===== src/rtl/enigma_pkg.sv =====
// Shared types and constants for the Enigma rotor sequencer.
// Holds character/table geometry, the control FSM encoding and the rotor-select codes.
package enigma_pkg;

    localparam int CODE_W     = 6;
    localparam int TBL_DEPTH  = 64;
    localparam int PIPE_DEPTH = 2;
    localparam int IDX_W      = CODE_W + 1;
    localparam int CNT_W      = 8;

    // Two rotor tables of TBL_DEPTH entries each must be written before running.
    localparam logic [CNT_W-1:0]  CNT_FULL = CNT_W'(2 * TBL_DEPTH);
    localparam logic [CNT_W-1:0]  CNT_ONE  = CNT_W'(1);
    localparam logic [CODE_W-1:0] CODE_ONE = CODE_W'(1);

    localparam logic ROTOR_A = 1'b0;
    localparam logic ROTOR_B = 1'b1;

    typedef enum logic [1:0] {
        IDLE  = 2'd0,
        LOAD  = 2'd1,
        RUN   = 2'd2,
        DRAIN = 2'd3
    } state_t;

    function automatic logic [CNT_W-1:0] sat_inc(input logic [CNT_W-1:0] v);
        return (v >= CNT_FULL) ? CNT_FULL : v + CNT_ONE;
    endfunction

endpackage


===== src/rtl/enigma_shift_pipe.sv =====
// Rotor step offset and the character pipeline feeding the rotor lookups.
// An accept pulse advances the offset and launches a character; clear zeroes the offset.
module enigma_shift_pipe
    import enigma_pkg::*;
(
    input  logic              clk,
    input  logic              srst,
    input  logic              accept,
    input  logic              clear,
    input  logic [CODE_W-1:0] code_in,
    output logic [CODE_W-1:0] shift_accu,
    output logic [CODE_W-1:0] shift_accu_pipe,
    output logic [CODE_W-1:0] pipe_code,
    output logic              s1_vld,
    output logic              code_valid
);

    logic [CODE_W-1:0]     shift_accu_q, shift_accu_d;
    logic [CODE_W-1:0]     shift_accu_pipe_q, shift_accu_pipe_d;
    logic [CODE_W-1:0]     pipe_code_q, pipe_code_d;
    logic [PIPE_DEPTH-1:0] vld_q, vld_d;

    // Valid bits march one stage per cycle; stage 0 is loaded by the accept pulse.
    generate
        for (genvar gi = 0; gi < PIPE_DEPTH; gi++) begin : g_vld
            if (gi == 0) begin : g_head
                assign vld_d[gi] = accept;
            end else begin : g_tail
                assign vld_d[gi] = vld_q[gi-1];
            end
        end
    endgenerate

    always_comb begin
        shift_accu_d      = shift_accu_q;
        shift_accu_pipe_d = shift_accu_pipe_q;
        pipe_code_d       = pipe_code_q;
        if (accept) begin
            pipe_code_d       = code_in;
            shift_accu_pipe_d = shift_accu_q;
            shift_accu_d      = shift_accu_q + CODE_ONE;
        end
        if (clear) begin
            shift_accu_d = '0;
        end
    end

    always_ff @(posedge clk) begin
        if (srst) begin
            shift_accu_q      <= '0;
            shift_accu_pipe_q <= '0;
            pipe_code_q       <= '0;
            vld_q             <= '0;
        end else begin
            shift_accu_q      <= shift_accu_d;
            shift_accu_pipe_q <= shift_accu_pipe_d;
            pipe_code_q       <= pipe_code_d;
            vld_q             <= vld_d;
        end
    end

    assign shift_accu      = shift_accu_q;
    assign shift_accu_pipe = shift_accu_pipe_q;
    assign pipe_code       = pipe_code_q;
    assign s1_vld          = vld_q[0];
    assign code_valid      = vld_q[PIPE_DEPTH-1];

endmodule


===== src/rtl/enigma_rotor_ctrl.sv =====
// Enigma rotor sequencer: serial rotor-table loading plus run/drain control
// of the character pipeline held in enigma_shift_pipe.
module enigma_rotor_ctrl
    import enigma_pkg::*;
(
    input  logic              clk,
    input  logic              srst,
    input  logic              load,
    input  logic [IDX_W-1:0]  load_idx,
    input  logic [CODE_W-1:0] code_in,
    input  logic              encrypt,
    input  logic              crypt_mode,
    output logic              tbl_we,
    output logic              tbl_sel,
    output logic [CODE_W-1:0] tbl_addr,
    output logic [CODE_W-1:0] tbl_data,
    output logic              crypt_mode_buf,
    output logic [CODE_W-1:0] shift_accu,
    output logic [CODE_W-1:0] shift_accu_pipe,
    output logic [CODE_W-1:0] pipe_code,
    output logic              s1_vld,
    output logic              code_valid,
    output logic              busy,
    output logic              tbl_ready
);

    state_t            state_q, state_d;
    logic              tbl_we_q, tbl_we_d;
    logic              tbl_sel_q, tbl_sel_d;
    logic [CODE_W-1:0] tbl_addr_q, tbl_addr_d;
    logic [CODE_W-1:0] tbl_data_q, tbl_data_d;
    logic [CNT_W-1:0]  wr_cnt_q, wr_cnt_d;
    logic              tbl_ready_q, tbl_ready_d;
    logic              crypt_mode_buf_q, crypt_mode_buf_d;
    logic              busy_q, busy_d;
    logic              accept;
    logic              clear;
    logic              do_write;

    always_comb begin
        state_d          = state_q;
        tbl_we_d         = 1'b0;
        tbl_sel_d        = tbl_sel_q;
        tbl_addr_d       = tbl_addr_q;
        tbl_data_d       = tbl_data_q;
        wr_cnt_d         = wr_cnt_q;
        tbl_ready_d      = tbl_ready_q;
        crypt_mode_buf_d = crypt_mode_buf_q;
        accept           = 1'b0;
        clear            = 1'b0;
        do_write         = 1'b0;

        unique case (state_q)
            IDLE: begin
                // load outranks encrypt; a character offered alongside it is dropped.
                if (load) begin
                    state_d     = LOAD;
                    do_write    = 1'b1;
                    clear       = 1'b1;
                    wr_cnt_d    = CNT_ONE;
                    tbl_ready_d = 1'b0;
                end else if (encrypt && tbl_ready_q) begin
                    state_d          = RUN;
                    crypt_mode_buf_d = crypt_mode;
                    accept           = 1'b1;
                end
            end
            LOAD: begin
                if (load) begin
                    do_write    = 1'b1;
                    wr_cnt_d    = sat_inc(wr_cnt_q);
                    tbl_ready_d = tbl_ready_q | (wr_cnt_d == CNT_FULL);
                end else begin
                    state_d = IDLE;
                end
            end
            RUN: begin
                if (encrypt) begin
                    accept = 1'b1;
                end else begin
                    state_d = DRAIN;
                end
            end
            DRAIN: begin
                // A new character resumes the message without re-latching crypt_mode.
                if (encrypt) begin
                    state_d = RUN;
                    accept  = 1'b1;
                end else if (!s1_vld && !code_valid) begin
                    state_d = IDLE;
                end
            end
            default: state_d = IDLE;
        endcase

        if (do_write) begin
            tbl_we_d   = 1'b1;
            tbl_sel_d  = load_idx[IDX_W-1] ? ROTOR_B : ROTOR_A;
            tbl_addr_d = load_idx[CODE_W-1:0];
            tbl_data_d = code_in;
        end

        busy_d = (state_d == RUN) || (state_d == DRAIN);
    end

    always_ff @(posedge clk) begin
        if (srst) begin
            state_q          <= IDLE;
            tbl_we_q         <= 1'b0;
            tbl_sel_q        <= 1'b0;
            tbl_addr_q       <= '0;
            tbl_data_q       <= '0;
            wr_cnt_q         <= '0;
            tbl_ready_q      <= 1'b0;
            crypt_mode_buf_q <= 1'b0;
            busy_q           <= 1'b0;
        end else begin
            state_q          <= state_d;
            tbl_we_q         <= tbl_we_d;
            tbl_sel_q        <= tbl_sel_d;
            tbl_addr_q       <= tbl_addr_d;
            tbl_data_q       <= tbl_data_d;
            wr_cnt_q         <= wr_cnt_d;
            tbl_ready_q      <= tbl_ready_d;
            crypt_mode_buf_q <= crypt_mode_buf_d;
            busy_q           <= busy_d;
        end
    end

    enigma_shift_pipe u_shift_pipe (
        .clk             (clk),
        .srst            (srst),
        .accept          (accept),
        .clear           (clear),
        .code_in         (code_in),
        .shift_accu      (shift_accu),
        .shift_accu_pipe (shift_accu_pipe),
        .pipe_code       (pipe_code),
        .s1_vld          (s1_vld),
        .code_valid      (code_valid)
    );

    assign tbl_we         = tbl_we_q;
    assign tbl_sel        = tbl_sel_q;
    assign tbl_addr       = tbl_addr_q;
    assign tbl_data       = tbl_data_q;
    assign tbl_ready      = tbl_ready_q;
    assign crypt_mode_buf = crypt_mode_buf_q;
    assign busy           = busy_q;

endmodule

===== config.mk =====
export PLATFORM = sky130hd
export DESIGN_NAME = enigma_rotor_ctrl
export DESIGN_NICKNAME = d
export VERILOG_FILES = /design/src/rtl/enigma_pkg.sv /design/src/rtl/enigma_shift_pipe.sv /design/src/rtl/enigma_rotor_ctrl.sv
export SDC_FILE = /design/constraint.sdc
export NUM_CORES = 1
export LEC_CHECK = 0
export CORE_ASPECT_RATIO = 0.75
export CORE_MARGIN = 5
export CORE_UTILIZATION = 42
export DETAILED_ROUTE_END_ITERATION = 16
export PLACE_DENSITY = 0.75
export SLEW_MARGIN = 5
export SYNTH_ARGS = -nofsm -noshare
export SYNTH_HDL_FRONTEND = slang
export SYNTH_HIERARCHICAL = 1
export SYNTH_SLANG_ARGS = --single-unit

===== constraint.sdc =====
create_clock -name clk -period 1.5 [get_ports clk]
set_clock_uncertainty 0.05 [all_clocks]
set_input_delay 0.3 -clock clk [delete_from_list [all_inputs] [get_ports clk]]
set_output_delay 0.3 -clock clk [all_outputs]
set_load 0.01 [all_outputs]

# Yosys cells after proc, flatten, opt, wreduce, memory -nomap -nowiden
# Index checks and enable logic that the tools add are counted.
# op_classes
add_sub_neg	2
order_cmp	1
eq_ne	8
muxes	23
n_bitwise	2
n_reduce_logical	12
# op_table
operator	count
$mux 8	3
$pmux 8 s2	1
$mux 2	6
$mux 1	10
$add 8x1->8 const B	1
$eq 2x2->1 const B	4
$eq 8x8->1 const B	1
$ge 8x8->1 const B	1
$pmux 2 s4	1
$add 6x1->6 const B	1
$reduce_and 3->1	2
$reduce_or 2->1	3
$ne 2x2->1 const B	2
$pmux 1 s2	2
$eq 2x1->1 const B	1
$logic_and 1x1->1	2
$logic_not 1->1	2
$logic_not 2->1	1
$reduce_bool 2->1	1
$logic_or 1x1->1	1
$not 1->1	1
$or 1x1->1	1
# word_totals
regBits	47
in_bits	18
out_inout_bits	37
elab_cells	61

# Longest topological paths before layout
# Gate-level depths: netlist of the first run.
# logic_depth
word_depth	7
mapped_depth	7
mapped_depth_nobuf	6

# By module
# Netlist of the first run, hierarchy kept.
# modules_own_cells
mod	instances	cells_each	area_per_inst_um2	seq_area_each_um2
enigma_rotor_ctrl	1	137	1124.8	520.5
enigma_shift_pipe	1	69	738.2	400.4

# Worst setup path before layout of the first run
# Ideal clock, no wire load.
# synth_timing
path_type	register -> register
start	register tbl_ready_q (netlist: tbl_ready)
end	register u_shift_pipe.shift_accu_q[5] (netlist: u_shift_pipe/shift_accu[5])
setup_time_ns	0.070
t_arrival_ns	1.497
required_time_ns	1.380
path_slack_ns	-0.117
path_stages_with_launch	8
path_buffers	1
synth_period_minus_slack_ns	1.617
cell_sequence	dfxtp_1 > nor3b_1 > o21ai_0 > inv_1 > buf_6 > nand4_4 > or3_1 > a21oi_1
# synth_between
elab_chain_len	4
# synth_lines
item	line_no	rtl
start, declared	enigma_rotor_ctrl.sv:33	logic tbl_ready_q, tbl_ready_d;
start signal, assigned	enigma_rotor_ctrl.sv:124	tbl_ready_q <= tbl_ready_d;
$logic_and 1x1->1	enigma_rotor_ctrl.sv:62	end else if (encrypt && tbl_ready_q) begin
$mux 1	enigma_rotor_ctrl.sv:62	
$mux 1	enigma_rotor_ctrl.sv:56	if (load) begin
$pmux 1 s2	enigma_rotor_ctrl.sv:53	unique case (state_q)
named net accept	enigma_rotor_ctrl.sv:36	logic accept;
end signal, assigned	enigma_shift_pipe.sv:55	shift_accu_q <= shift_accu_d;
end, declared	enigma_shift_pipe.sv:18	logic [CODE_W-1:0] shift_accu_q, shift_accu_d;
# The timed path passes the listed nets, and every way through them passes these cells.
# A chain may end at the register's enable or synchronous reset.

# Worst setup path after layout of the first run
# layout_timing
start	register state_q[0]
end	register u_shift_pipe.shift_accu_q[5] (netlist: u_shift_pipe/shift_accu[5])
# layout_between
elab_chain_len	3
word_cells_on_any_way	7
cone_classes	2 x eq/ne; 2 x mux; 3 x reduce/logical
# layout_lines
item	line_no	rtl
start, declared	enigma_rotor_ctrl.sv:27	state_t state_q, state_d;
start signal, assigned	enigma_rotor_ctrl.sv:118	state_q <= state_d;
$eq 2x2->1	enigma_rotor_ctrl.sv:53	
$reduce_or 2->1 (no source line)	--	
$pmux 1 s2 *	enigma_rotor_ctrl.sv:53	
named net accept	enigma_rotor_ctrl.sv:36	
# The timed path passes the listed nets; every way through them passes the cells marked *.

==> key figures, run 1 <==
Clock tree
  • Clock-pin slew on the worst setup and hold paths: 0.09 ns
  • H-tree levels: 2
  • CTS Sinks: 46
  • Inserted Clock Buffers: 5
  • CTS Buffer Depth: 2
  • Hold Buf Count CTS: 0
  • CTS tree: yes
  • Root buffer selected by CTS: clkbuf_8
  • Clock Latency Late Sink: roughly 0.3 ns

Power and ir drop
  • Comb power frac: 0.083
  • PwrDens: 885 nW/µm²
  • Maximum VDD drop: about 0.6 mV
  • Power Internal: 0.00184 W
  • Switching power: 0.000528 W
  • Sequential share of power: 0.532
  • Power share of the clock group: 0.385
  • Leak: 1.18 nW
  • Sw Share: 0.223

GRT
  • Vias in the first global route: 1565
  • Initial antenna violation count: 0
  • Largest net degree at the start of global routing: 26
  • Gr ovfl total: 0
  • First-pass GRT wire length: 7.13 mm
  • GRT Overall Usage: 0.158

Logic synthesis
  • Synth area leaders: dfxtp_1 (49%), mux2i_1 (7.5%), nand2_1 (6.4%)
  • Synth Cell Area: 1860 µm²
  • Syn Inst Count: about 200
  • Synth Warn #: 6
  • Syn Nets: 227
  • Number of synthesized flops with an enable pin: 0
  • Most common flop cell mapped by yosys: dfxtp_1
  • Cell taking the most area after synthesis: dfxtp_1
  • Async SR Flop Fraction: 0
  • Sequential fraction of the synthesis area: 0.494
  • Mean Syn Cell Area: about 9 µm²
  • Yosys top cell area share: 0.494
  • Yosys reg bits: 46
  • Distinct cell type count after synthesis: 36

Setup path
  • Critical Path RT: about 1.7 ns
  • Maximum fanout along the worst path: 3
  • Arrival time worst endpoint: ~1.6 ns
  • Max stage delay cell, worst path: or3_4
  • Critical path, cell by cell: nor3b_4 -> o21ai_2 -> inv_2 -> nand4_4 -> or3_4 -> a21oi_2
  • Crit path largest cell delay: 0.38 ns
  • Crit end category: flop
  • Worst setup SP type: flop
  • Critical path class: flop to flop

STA
  • RSZ-0062 raised after global routing: yes
  • Rel. slew slack: 0.809
  • Fmax: 688 MHz
  • Worst-margin pin slew: roughly 0.28 ns
  • Setup ws final: 0.0473 ns
  • Final Max Tran Viols: 0
  • Min Tclk post-route: 1.45 ns
  • Final hold vios: 0
  • Setup Viol. Count Final: 0
  • Period utilization: 0.968

Placed design
  • Dpl hpwl: ~3.2 mm
  • Buffers on Ports: 54
  • GP Congestion: 0.786
  • DP Worst Slack: -0.483 ns
  • Placed Instance Area: roughly 2600 µm²

Floorplan
  • Site Rows: 21
  • I/O Pins: 55
  • Initial Utilization: 0.425
  • DIE AREA: 5880 µm²
  • Core Footprint: 4390 µm²
  • Die Ht: between 60 and 70 µm
  • DIE WIDTH: about 87 µm

Finish
  • Post-layout utilization of the core: 0.611
  • Area growth syn-to-layout: 43.9%
  • Share of cells above drive strength 1: 0.176
  • Inserted Diodes: 0
  • Finished Cell Area: between 2000 and 3000 µm²
  • Final nets: 298

Drt
  • Final WL: 4.46 mm
  • DR vias/cell: 4.97
  • DRC Markers: 0
  • First DRT Iteration DRCs: 107
  • Routed Antenna Nets: 0
  • Pre-antenna DRT Iters: 4
  • Drt wl/cell: between 10 and 15 µm
  • DR vias: 1666

Run status
  • Outcome: finished clean

Hold path
  • Hold crit path type: flop to flop

Job
  • Max-cap viol count: 0
[path summary, 6_finish.rpt]
check              startpoint                          to  slack, ns  cells past startpoint
setup / recovery   state_q[0]  u_shift_pipe/shift_accu[5]       0.05                      6
hold / removal    tbl_data[5]                 tbl_data[5]       0.40                      2
setup reg to reg   state_q[0]  u_shift_pipe/shift_accu[5]       0.05                      6
hold reg to reg   tbl_data[5]                 tbl_data[5]       0.40                      2
[registers in the layout, indices dropped and copies added (netlist names)]
register / flops
u_shift_pipe/pipe_code: 6
u_shift_pipe/shift_accu: 6
wr_cnt_q: 8
tbl_data: 6
tbl_ready: 1
tbl_addr: 6
tbl_sel: 1
crypt_mode_buf: 1
state_q: 2
u_shift_pipe/shift_accu_pipe: 6
u_shift_pipe/vld_q: 2
tbl_we: 1
[cells by family after synthesis]
kind of cell | share of synthesized area
XOR/XNOR | 0.0235
AND/OR/NAND/NOR | 0.210
AO/OA/AOI/OAI | 0.118
multiplexers | 0.0833
adder cells (fa/ha/maj) | 0.0201
flip-flops | 0.494
buffers and inverters | 0.0504
[cell type report]
type / count / area [µm²]
inverter: 7 / 26.3
clock inverter: 3 / 43.8
tap: 57 / 71.3
sequential: 46 / 926
timing repair buffer: 76 / 671
clock buffer: 5 / 68.8
multi-input combinational: 141 / 875
fill: 407 / 1710
[power groups by stage]
| stage | combinational [W] | sequential [W] | clock, W |
|---|---|---|---|
| 2_1_floorplan | 0.0000790 | 0.00130 | 0 |
| 3_3_place_gp | 0.000210 | 0.00129 | 0 |
| 3_5_place_dp | 0.000211 | 0.00129 | 0 |
| 4_1_cts | 0.000197 | 0.00126 | 0.000941 |
| 5_1_grt | 0.000217 | 0.00127 | 0.000985 |
| 6_report | 0.000196 | 0.00126 | 0.000914 |
[metrics by stage]
stage               instances  TNS, ns  hold WS [ns]  power (W)
finish                    335        0         0.402    0.00237
global route              335  -0.0809         0.426    0.00247
CTS                       334        0         0.407    0.00240
detailed placement        324   -12.13         0.398    0.00150
global placement          324    -9.91         0.392    0.00150
floorplan                 206        0         0.322    0.00138
[Yosys cell counts (3+ instances only)]
library cell	n
nand2_1	32
nor2_1	27
a21oi_1	19
dfxtp_1	46
buf_2	3
nand3_1	4
or3_1	3
o21ai_0	4
a211oi_1	4
inv_1	7
ha_1	3
clkbuf_1	4
xor2_1	3
nor2b_1	3
mux2i_1	14
buf_4	3
[what timing repair did]
action | 4_1_cts | 5_1_grt
pin swaps | 1 | 4
setup endpoints to repair | 56 | 5
setup buffers | 2 | 1
gates resized for setup | 44 | 7
[metal layers]
metal  wire (µm)  track usage  up-vias
met4          70       0.0642        0
met1        2010        0.201      789
met5           0            0        -
met2        2040        0.250       44
met3         340       0.0488        5
li1            -            -      828
[cells in the final DEF (no fill, tap or decap), types with 2 or more instances in the layout]
master / instances
a211oi_1: 4
a21oi_1: 18
a21oi_2: 2
buf_4: 21
clkbuf_8: 5
clkdlybuf4s50_1: 16
dfxtp_1: 42
dfxtp_2: 4
dlygate4sd2_1: 38
ha_1: 2
inv_1: 6
mux2i_1: 14
nand2_1: 32
nand2b_1: 2
nand3_1: 4
nand3_2: 2
nand4_1: 2
nor2_1: 27
nor2b_1: 3
o21a_1: 2
o21ai_0: 2
o21ai_1: 2
o31ai_1: 2
or3_1: 2
xnor2_1: 2
xor2_1: 3
[worst max-delay path, delay by kind of cell (launching register included)]
family | cells | cell delay [ns]
and+or+nand+nor | 3 | 0.68
DFF | 1 | 0.34
AOI/OAI and AO/OA | 2 | 0.21
buffers and inverters | 1 | 0.12
(Power assumes the default switching activity.)
==> run 2, diff against run 1 <==
--- a/config.mk
+++ b/config.mk
@@ -7,9 +7,9 @@
 export LEC_CHECK = 0
 export CORE_ASPECT_RATIO = 0.75
 export CORE_MARGIN = 5
-export CORE_UTILIZATION = 42
+export CORE_UTILIZATION = 50
 export DETAILED_ROUTE_END_ITERATION = 16
-export PLACE_DENSITY = 0.75
+export PLACE_DENSITY_LB_ADDON = 0.08
 export SLEW_MARGIN = 5
 export SYNTH_ARGS = -nofsm -noshare
 export SYNTH_HDL_FRONTEND = slang
==> constraint.sdc (replaced) <==
create_clock -name clk -period 1.7 [get_ports clk]
set_clock_uncertainty 0.05 [all_clocks]
set_input_delay 0.34 -clock clk [delete_from_list [all_inputs] [get_ports clk]]
set_output_delay 0.34 -clock clk [all_outputs]
set_load 0.01 [all_outputs]
==> key figures, run 2 (synthesis gave the netlist of run 1 again) <==
Floorplan
  • I/O Pins: 55 (unchanged)
  • Site Rows: 19 (was 21)
  • DIE WIDTH: 80.5 µm (was 86.9 µm)
  • Core Footprint: 3640 µm² (was 4390 µm²)
  • DIE AREA: 5060 µm² (was 5880 µm²)
  • Initial Utilization: 0.512 (was 0.425)
  • Die Ht: 62.9 µm (was 67.7 µm)

Drt
  • Top Metal Used: met4 (unchanged)
  • DRC Markers: 0 (unchanged)
  • Final WL: 4.29 mm (was 4.46 mm)
  • Pre-antenna DRT Iters: 4 (unchanged)
  • DR vias: 1597 (was 1666)
  • WL met3: 440 µm (was 340 µm)
  • Drt wl/cell: 13.2 µm (was 13.3 µm)
  • First DRT Iteration DRCs: 84 (was 107)
  • Routed Antenna Nets: 0 (unchanged)
  • DR vias/cell: 4.90 (was 4.97)
  • DRT met1 WL: 1.95 mm (was 2.01 mm)
  • WL met2: 1.88 mm (was 2.04 mm)

Setup path
  • Max stage delay cell, worst path: clkdlybuf4s50_1 (was or3_4)
  • Crit end category: output pin (was flop)
  • Maximum fanout along the worst path: 4 (was 3)
  • Critical path class: flop to output pin (was flop to flop)
  • Critical Path RT: 1.31 ns (was 1.69 ns)
  • R2R setup slack: 0.18 ns (was 0.05 ns)
  • Critical R2R Capture: u_shift_pipe/shift_accu[5] (unchanged)
  • Crit path largest cell delay: 0.56 ns (was 0.38 ns)
  • WP buf/inv: 1 (unchanged)
  • Top delay family on crit path: buffers and inverters (was simple AND/OR/NAND/NOR gates)
  • Critical path depth: 1 (was 6)
  • Worst setup SP type: flop (unchanged)
  • Crit path capture: shift_accu[4] (was u_shift_pipe/shift_accu[5])
  • Critical path, cell by cell: clkdlybuf4s50_1 (was nor3b_4 -> o21ai_2 -> inv_2 -> nand4_4 -> or3_4 -> a21oi_2)
  • R2r worst-path depth: 6 (unchanged)
  • Arrival time worst endpoint: 1.26 ns (was 1.64 ns)
  • CP Launch Point: u_shift_pipe/shift_accu[4] (was state_q[0])
  • R2r startpoint: tbl_ready (was state_q[0])

Power and ir drop
  • Power share of the clock group: 0.381 (was 0.385)
  • Maximum VDD drop: 0.600 mV (was 0.614 mV)
  • Leak: 1.00 nW (was 1.18 nW)
  • Sequential share of power: 0.526 (was 0.532)
  • Switching power: 0.000472 W (was 0.000528 W)
  • Power Internal: 0.00165 W (was 0.00184 W)
  • Sw Share: 0.223 (about the same)
  • Comb power frac: 0.094 (was 0.083)
  • PwrDens: 784 nW/µm² (was 885 nW/µm²)

STA
  • Final Max Tran Viols: 0 (unchanged)
  • Period utilization: 0.969
  • Worst-margin pin slew: 0.282 ns (was 0.284 ns)
  • Rel. slew slack: 0.810 (was 0.809)
  • Min Tclk post-route: 1.65 ns
  • Final hold vios: 0 (unchanged)
  • Setup Viol. Count Final: 0 (unchanged)
  • Fmax: about 600 MHz
  • Worst hold slack: 0.409 ns (was 0.402 ns)

Finish
  • Share of cells above drive strength 1: 0.146 (was 0.176)
  • Fill count: 275 (was 407)
  • Inserted Diodes: 0 (unchanged)
  • Most common cell after layout, fill and taps aside: clkdlybuf4s50_1 (was dfxtp_1)
  • Final nets: 294 (was 298)
  • Area growth syn-to-layout: 45.1% (was 43.9%)
  • Post-layout utilization of the core: 0.743 (was 0.611)
  • Top reg by flops: wr_cnt_q (unchanged)
  • Commonest non-fill, non-tap cells in the layout: clkdlybuf4s50_1 (54), dfxtp_1 (44), nand2_1 (32) (was dfxtp_1 (42), dlygate4sd2_1 (38), nand2_1 (32))
  • Largest register FFs: 8 (unchanged)

GRT
  • Initial antenna violation count: 0 (unchanged)
  • Vias in the first global route: 1543 (was 1565)
  • Gr ovfl total: 0 (unchanged)
  • GRT Overall Usage: 0.185 (was 0.158)
  • First-pass GRT wire length: 7.35 mm (was 7.13 mm)
  • Largest net degree at the start of global routing: 25 (was 26)

Clock tree
  • CTS Sinks: 46 (unchanged)
  • Inserted Clock Buffers: 5 (unchanged)
  • CTS tree: yes (unchanged)
  • Clock Latency Late Sink: 0.30 ns (about the same)
  • H-tree levels: 2 (unchanged)
  • CTS Buffer Depth: 2 (unchanged)
  • Root buffer selected by CTS: clkbuf_8 (unchanged)
  • Clock-pin slew on the worst setup and hold paths: 0.09 ns (about the same)
  • Hold Buf Count CTS: 0 (unchanged)

Hold path
  • Hold crit path type: flop to flop (unchanged)
  • Hold Path Origin: tbl_addr[0] (was tbl_data[5])
  • Hold path depth: 2 (unchanged)

Placed design
  • Buffers on Ports: 54 (unchanged)
  • Dpl hpwl: 3.21 mm (was 3.17 mm)
  • GP Congestion: 0.806 (was 0.786)

Job
  • Max-cap viol count: 0 (unchanged)

Run status
  • Outcome: finished clean (unchanged)
run 2: per-stage QoR:
step	worst slack, ns	std cells	TNS (ns)	power (W)	area [µm²]
finish	0.0525	326	0	0.00212	2700
detailed placement	-0.403	317	-6.32	0.00134	2570
global placement	-0.317	317	-4.97	0.00134	2570
global route	-0.00457	326	-0.00467	0.00222	2700
floorplan	0.0832	206	0	0.00122	1860
CTS	0.00127	325	0	0.00214	2690
run 2: layout make-up:
type | count | area [µm²] | share of cell area
inverter | 7 | 26.3 | 0.00972
multi-input combinational | 141 | 857 | 0.317
timing repair buffer | 72 | 717 | 0.265
tap | 52 | 65.1 | 0.0241
clock buffer | 5 | 68.8 | 0.0255
clock inverter | 3 | 45.0 | 0.0167
sequential | 46 | 923 | 0.342
run 2: power groups by stage:
stage                     Sequential, W  Clock [W]  Combinational, W
after CTS                       0.00111   0.000829          0.000201
after global placement          0.00114          0          0.000198
after detailed placement        0.00114          0          0.000199
after global routing            0.00112   0.000882          0.000218
final                           0.00111   0.000807          0.000198
after floorplan                 0.00115          0         0.0000697
run 2: metal layers:
layer | vias up | global-route usage
li1 | 822 | -
met1 | 731 | 0.244
met2 | 42 | 0.267
met3 | 2 | 0.0951
met4 | 0 | 0.0443
met5 | - | 0
run 2: worst min-delay path by stage:
stage | end
floorplan | u_shift_pipe/vld_q[0]
global placement | tbl_addr[1]
detailed placement | tbl_addr[1]
CTS | tbl_addr[1]
global route | tbl_addr[0]
finish | tbl_addr[0]
run 2: what timing repair did:
item | 4_1_cts | 5_1_grt
buffers inserted | 0 | 1
resized for setup | 3 | 4
setup endpoints to repair | 14 | 15
==> run 3, diff against run 2 <==
--- a/config.mk
+++ b/config.mk
@@ -10,7 +10,7 @@
 export CORE_UTILIZATION = 50
 export DETAILED_ROUTE_END_ITERATION = 16
 export PLACE_DENSITY_LB_ADDON = 0.08
-export SLEW_MARGIN = 5
+export SLEW_MARGIN = 20
 export SYNTH_ARGS = -nofsm -noshare
 export SYNTH_HDL_FRONTEND = slang
 export SYNTH_HIERARCHICAL = 1
==> results of run 3 <==
No change in the layout: final DEF, timing and power equal those of run 2.
==> variant 1: new RTL, flow settings as in run 1 <==
`PIPE_DEPTH`: 2 -> 4.
--- a/src/rtl/enigma_pkg.sv
+++ b/src/rtl/enigma_pkg.sv
@@ -4,7 +4,7 @@
 
     localparam int CODE_W     = 6;
     localparam int TBL_DEPTH  = 64;
-    localparam int PIPE_DEPTH = 2;
+    localparam int PIPE_DEPTH = 4;
     localparam int IDX_W      = CODE_W + 1;
     localparam int CNT_W      = 8;
 
Function: no difference found for any inputs over 10 cycles, from zero or initial values and one cycle with srst high; that may be too few to reach the edited logic, so the function may still have changed.
==> variant 1 against run 1 <==
Core utilization is 1.3 points higher; synthesized cell count is 1.9% higher; synthesized area is 2.8% higher; total power is 5.0% lower; maximum frequency is 1.0% lower; largest power group unchanged; sequential cell count is 2 higher; setup slack worse by 0.015 ns; count of clock-buffer cells in the layout stayed put; non-clock buffer count is 3 higher; final area is 3.3% higher; wire length is 3.5% higher.
==> variant 1: results (changes against run 1) <==
count of multi-input gates 143 (was 141); first-pass GRT wire length 7660 um (was 7130 um); fin nets 305 (was 298); adder-cell area share of the yosys netlist 0.0196 (was 0.0201); Clock-cell share 0.0294 (was 0.0420); complex-gate fraction of the synthesized area 0.115 (was 0.118); fillers 391 (was 407); leak pwr 1.23 nW (was 1.18 nW); Met2 Wirelength 2070 um (was 2040 um); post-synth top area share 0.502 (was 0.494); hold depth 1 (was 2); global routing usage on met3 0.0542 (was 0.0488); status finished, final reports clean (unchanged); post-synthesis xor/xnor area fraction 0.0229 (was 0.0235); P&R area growth vs syn 44.6% (was 43.9%); worst-case hold path end point u_shift_pipe/vld_q[3]$_SDFF_PP0_ (was tbl_data[5]$_SDFFE_PP0P_); Power Clock 0.000729 W (was 0.000914 W); Die Width 88.0 um (was 86.9 um); routed wl met3 315 um (was 340 um); Signal buffers 79 (was 76); CP delay by family, top buffers and inverters (was simple AND/OR/NAND/NOR gates); via count 1636 (was 1666); FFs & Latches 48 (was 46); worst hold margin 0.391 ns (was 0.402 ns); switching pwr 0.000530 W (was 0.000528 W); met1 usage in global routing 0.218 (was 0.201); wl on met1 2170 um (was 2010 um); WP data arrival 1.59 ns (was 1.64 ns); Clock Power Share 0.324 (was 0.385); pre-CTS setup slack -0.481 ns (was -0.483 ns); buffer share of cell area 0.270 (was 0.250); Slew @ Worst Pin 0.372 ns (was 0.284 ns); Critical Path Slowest Stage Cell dfxtp_2 (was or3_4); Placed Cells 328 (was 324); Synthesized Nets 231 (was 227); Starting DRT DRC Count 68 (was 107); mean number of vias per cell 4.80 (was 4.97); largest net degree at the start of global routing 37 (was 26); multi-input logic area 876 um^2 (was 875 um^2); Routed WL per cell 13.5 um (was 13.3 um)
[variant 1: worst max path at each step]
| stage | from | endpoint | slack, ns | cells past startpoint |
|---|---|---|---|---|
| after floorplan | tbl_ready$_SDFFE_PP0P_ | u_shift_pipe/shift_accu[5]$_SDFFE_PP0P_ | 0.002 | 7 |
| after global placement | load | u_shift_pipe/shift_accu[5]$_SDFFE_PP0P_ | -0.40 | 7 |
| after detailed placement | load | u_shift_pipe/shift_accu[5]$_SDFFE_PP0P_ | -0.48 | 7 |
| after CTS | tbl_we$_SDFF_PP0_ | tbl_we | 0.004 | 1 |
| after global routing | tbl_ready$_SDFFE_PP0P_ | u_shift_pipe/pipe_code[5]$_SDFFE_PP0P_ | -0.06 | 6 |
| final | tbl_ready$_SDFFE_PP0P_ | u_shift_pipe/pipe_code[5]$_SDFFE_PP0P_ | 0.03 | 6 |
[variant 1: timing repair]
item                       in CTS  in global routing
setup endpoints to repair      55                 15
resized for setup              40                  6
gates cloned                    1                  0
pin swaps                       1                  1
setup buffers                   4                  1
==> variant 2: new RTL, flow settings as in run 1 <==
Made on the original files. Take the reset off `shift_accu_q` and load it in a clocked block of its own.
--- a/src/rtl/enigma_shift_pipe.sv
+++ b/src/rtl/enigma_shift_pipe.sv
@@ -47,16 +47,18 @@
 
     always_ff @(posedge clk) begin
         if (srst) begin
-            shift_accu_q      <= '0;
             shift_accu_pipe_q <= '0;
             pipe_code_q       <= '0;
             vld_q             <= '0;
         end else begin
-            shift_accu_q      <= shift_accu_d;
             shift_accu_pipe_q <= shift_accu_pipe_d;
             pipe_code_q       <= pipe_code_d;
             vld_q             <= vld_d;
         end
+    end
+
+    always_ff @(posedge clk) begin
+        shift_accu_q <= shift_accu_d;
     end
 
     assign shift_accu      = shift_accu_q;
Check against the original RTL: no difference found for any inputs over 10 cycles, from zero or initial values and one cycle with srst high; that may be too few to reach the edited logic, so the function may still have changed.
==> variant 2 against run 1 <==
Synthesized area shrank 1.0%; setup slack gained 0.059 ns; highest routed layer unchanged; wire length shrank 0.61%; maximum frequency grew 4.2%; sequential cell count is the same; final area shrank 1.9%; critical path type unchanged; sequential power is essentially flat; total power shrank 6.3%.
==> variant 2: results (changes against run 1) <==
status finished, final reports clean (unchanged); met1 usage in global routing 0.212 (was 0.201); GRT Util Overall 0.161 (was 0.158); Tightest Hold Check Type flip-flop to flip-flop (unchanged); global routing usage on met3 0.0537 (was 0.0488); Final Non-Filler Cells 330 (was 335); Synth area leaders dfxtp_1 (50%), mux2i_1 (7.6%), nand2_1 (6.5%) (was dfxtp_1 (49%), mux2i_1 (7.5%), nand2_1 (6.4%)); Post-Route WL 4430 um (was 4460 um); maximum VDD drop 0.000642 V (was 0.000614 V); Port-buffer cells 54 (unchanged); layout cells sized above 1 0.171 (was 0.176); Antenna Cells 0 (unchanged); Num CTS Buffers 5 (unchanged); largest register by flop count wr_cnt_q (unchanged); largest net degree at the start of global routing 30 (was 26); Pre-antenna DRT Iters 4 (unchanged); antenna violations before repair 0 (unchanged); pre-CTS setup slack -0.391 ns (was -0.483 ns); Starting DRT DRC Count 98 (was 107); Synthesized Nets 225 (was 227); placer congestion estimate 0.813 (was 0.786); Placed Cells 320 (was 324); WP data arrival 1.58 ns (was 1.64 ns); leak pwr 1.16 nW (was 1.18 nW); clk slew on worst S/H paths 0.08 ns; Max Root-Sink Buffers 2 (unchanged); Ys Warns 6 (unchanged); fillers 385 (was 407); met2 GRT Util 0.248 (was 0.250); Main synth FF type dfxtp_1 (unchanged); Synth async-reset ratio 0 (unchanged); Post-synth top cells dfxtp_1 (46), nand2_1 (32), nor2_1 (27) (unchanged); Clock Latency Late Sink 0.30 ns (about the same); Max FO, Critical Path 6 (was 3); max FFs per register 8 (unchanged); H-tree Lvls 2 (unchanged); dpl hpwl 3160 um (was 3170 um); fin nets 295 (was 298); first-pass GRT wire length 7380 um (was 7130 um); Seq/Total Area, Yosys 0.499 (was 0.494); Yosys cell types 35 (was 36); Slew @ Worst Pin 0.328 ns (was 0.284 ns); Hold-fix buffers, CTS 0 (unchanged); via count 1607 (was 1666); synthesized netlist cell count 204 (was 206); root buffer cell clkbuf_8 (unchanged)
==> variant 2: cell count changes in the layout (fill, tap and decap cells not counted), sizes merged <==
| cell | change |
|---|---|
| buf | -2 |
| clkinvlp | +1 |
| or2 | -1 |
| inv | -1 |
| clkinv | +1 |
| bufinv | -1 |
==> variant 2: worst paths after layout <==
check / cells past startpoint / from / endpoint / slack [ns]
setup / recovery: 5 / state_q[0]$_SDFF_PP0_ / wr_cnt_q[4]$_SDFFE_PP0P_ / 0.11
hold / removal: 2 / tbl_addr[0]$_SDFFE_PP0P_ / tbl_addr[0]$_SDFFE_PP0P_ / 0.40
setup reg to reg: 5 / state_q[0]$_SDFF_PP0_ / wr_cnt_q[4]$_SDFFE_PP0P_ / 0.11
hold reg to reg: 2 / tbl_addr[0]$_SDFFE_PP0P_ / tbl_addr[0]$_SDFFE_PP0P_ / 0.40
==> variant 2: logic make-up (layout without fill, tap and decap cells) <==
kind of cell             Yosys count  in the layout  synth area share
adder cells (fa/ha/maj)            3              3            0.0204
AND/OR/NAND/NOR                   81             81             0.204
flip-flops                        46             46             0.499
buffers and inverters             18             89            0.0488
AO/OA/AOI/OAI                     36             36             0.119
multiplexers                      15             15            0.0841
XOR/XNOR                           5              5            0.0237
==> variant 2: through the flow <==
step,utilization,instance area [um^2],hold WS [ns]
floorplan,-,1850,0.322
global placement,0.612,2540,0.393
detailed placement,0.612,2540,0.399
CTS,0.626,2600,0.406
global route,0.633,2630,0.430
finish,0.633,2630,0.403
==> variant 2: repair_timing <==
action,4_1_cts,5_1_grt
setup endpoints to repair,41,5
setup buffers,1,1
pin swaps,1,2
gates resized for setup,42,7
==> variant 2: area by class of cell <==
cell class | instances | area share
Clock inverter | 3 | 0.00808
Clock buffer | 5 | 0.0262
Timing Repair Buffer | 74 | 0.249
Inverter | 7 | 0.00999
Tap cell | 55 | 0.0262
Sequential cell | 46 | 0.353
Multi-Input combinational cell | 140 | 0.328
==> variant 2: power breakdown <==
group	leakage, nW	internal (W)	switching (W)
clock network	0.0441	0.000328	0.000435
logic	0.743	0.0000997	0.0000991
registers	0.376	0.00125	0.0000158
==> variant 2: routing by layer <==
| metal | vias up | wire length (um) | part of all wire |
|---|---|---|---|
| li1 | 816 | - | - |
| met1 | 738 | 2100 | 0.47 |
| met2 | 48 | 1940 | 0.44 |
| met3 | 5 | 357 | 0.081 |
| met4 | 0 | 38 | 0.0086 |
| met5 | - | 0 | 0 |
==> variant 2: critical path, cell delays in order, from the launching register on <==
cell	delay [ns]
dfxtp_2	0.36
buf_4	0.14
and2b_2	0.22
nand3_2	0.11
or3_1	0.33
a21oi_2	0.13
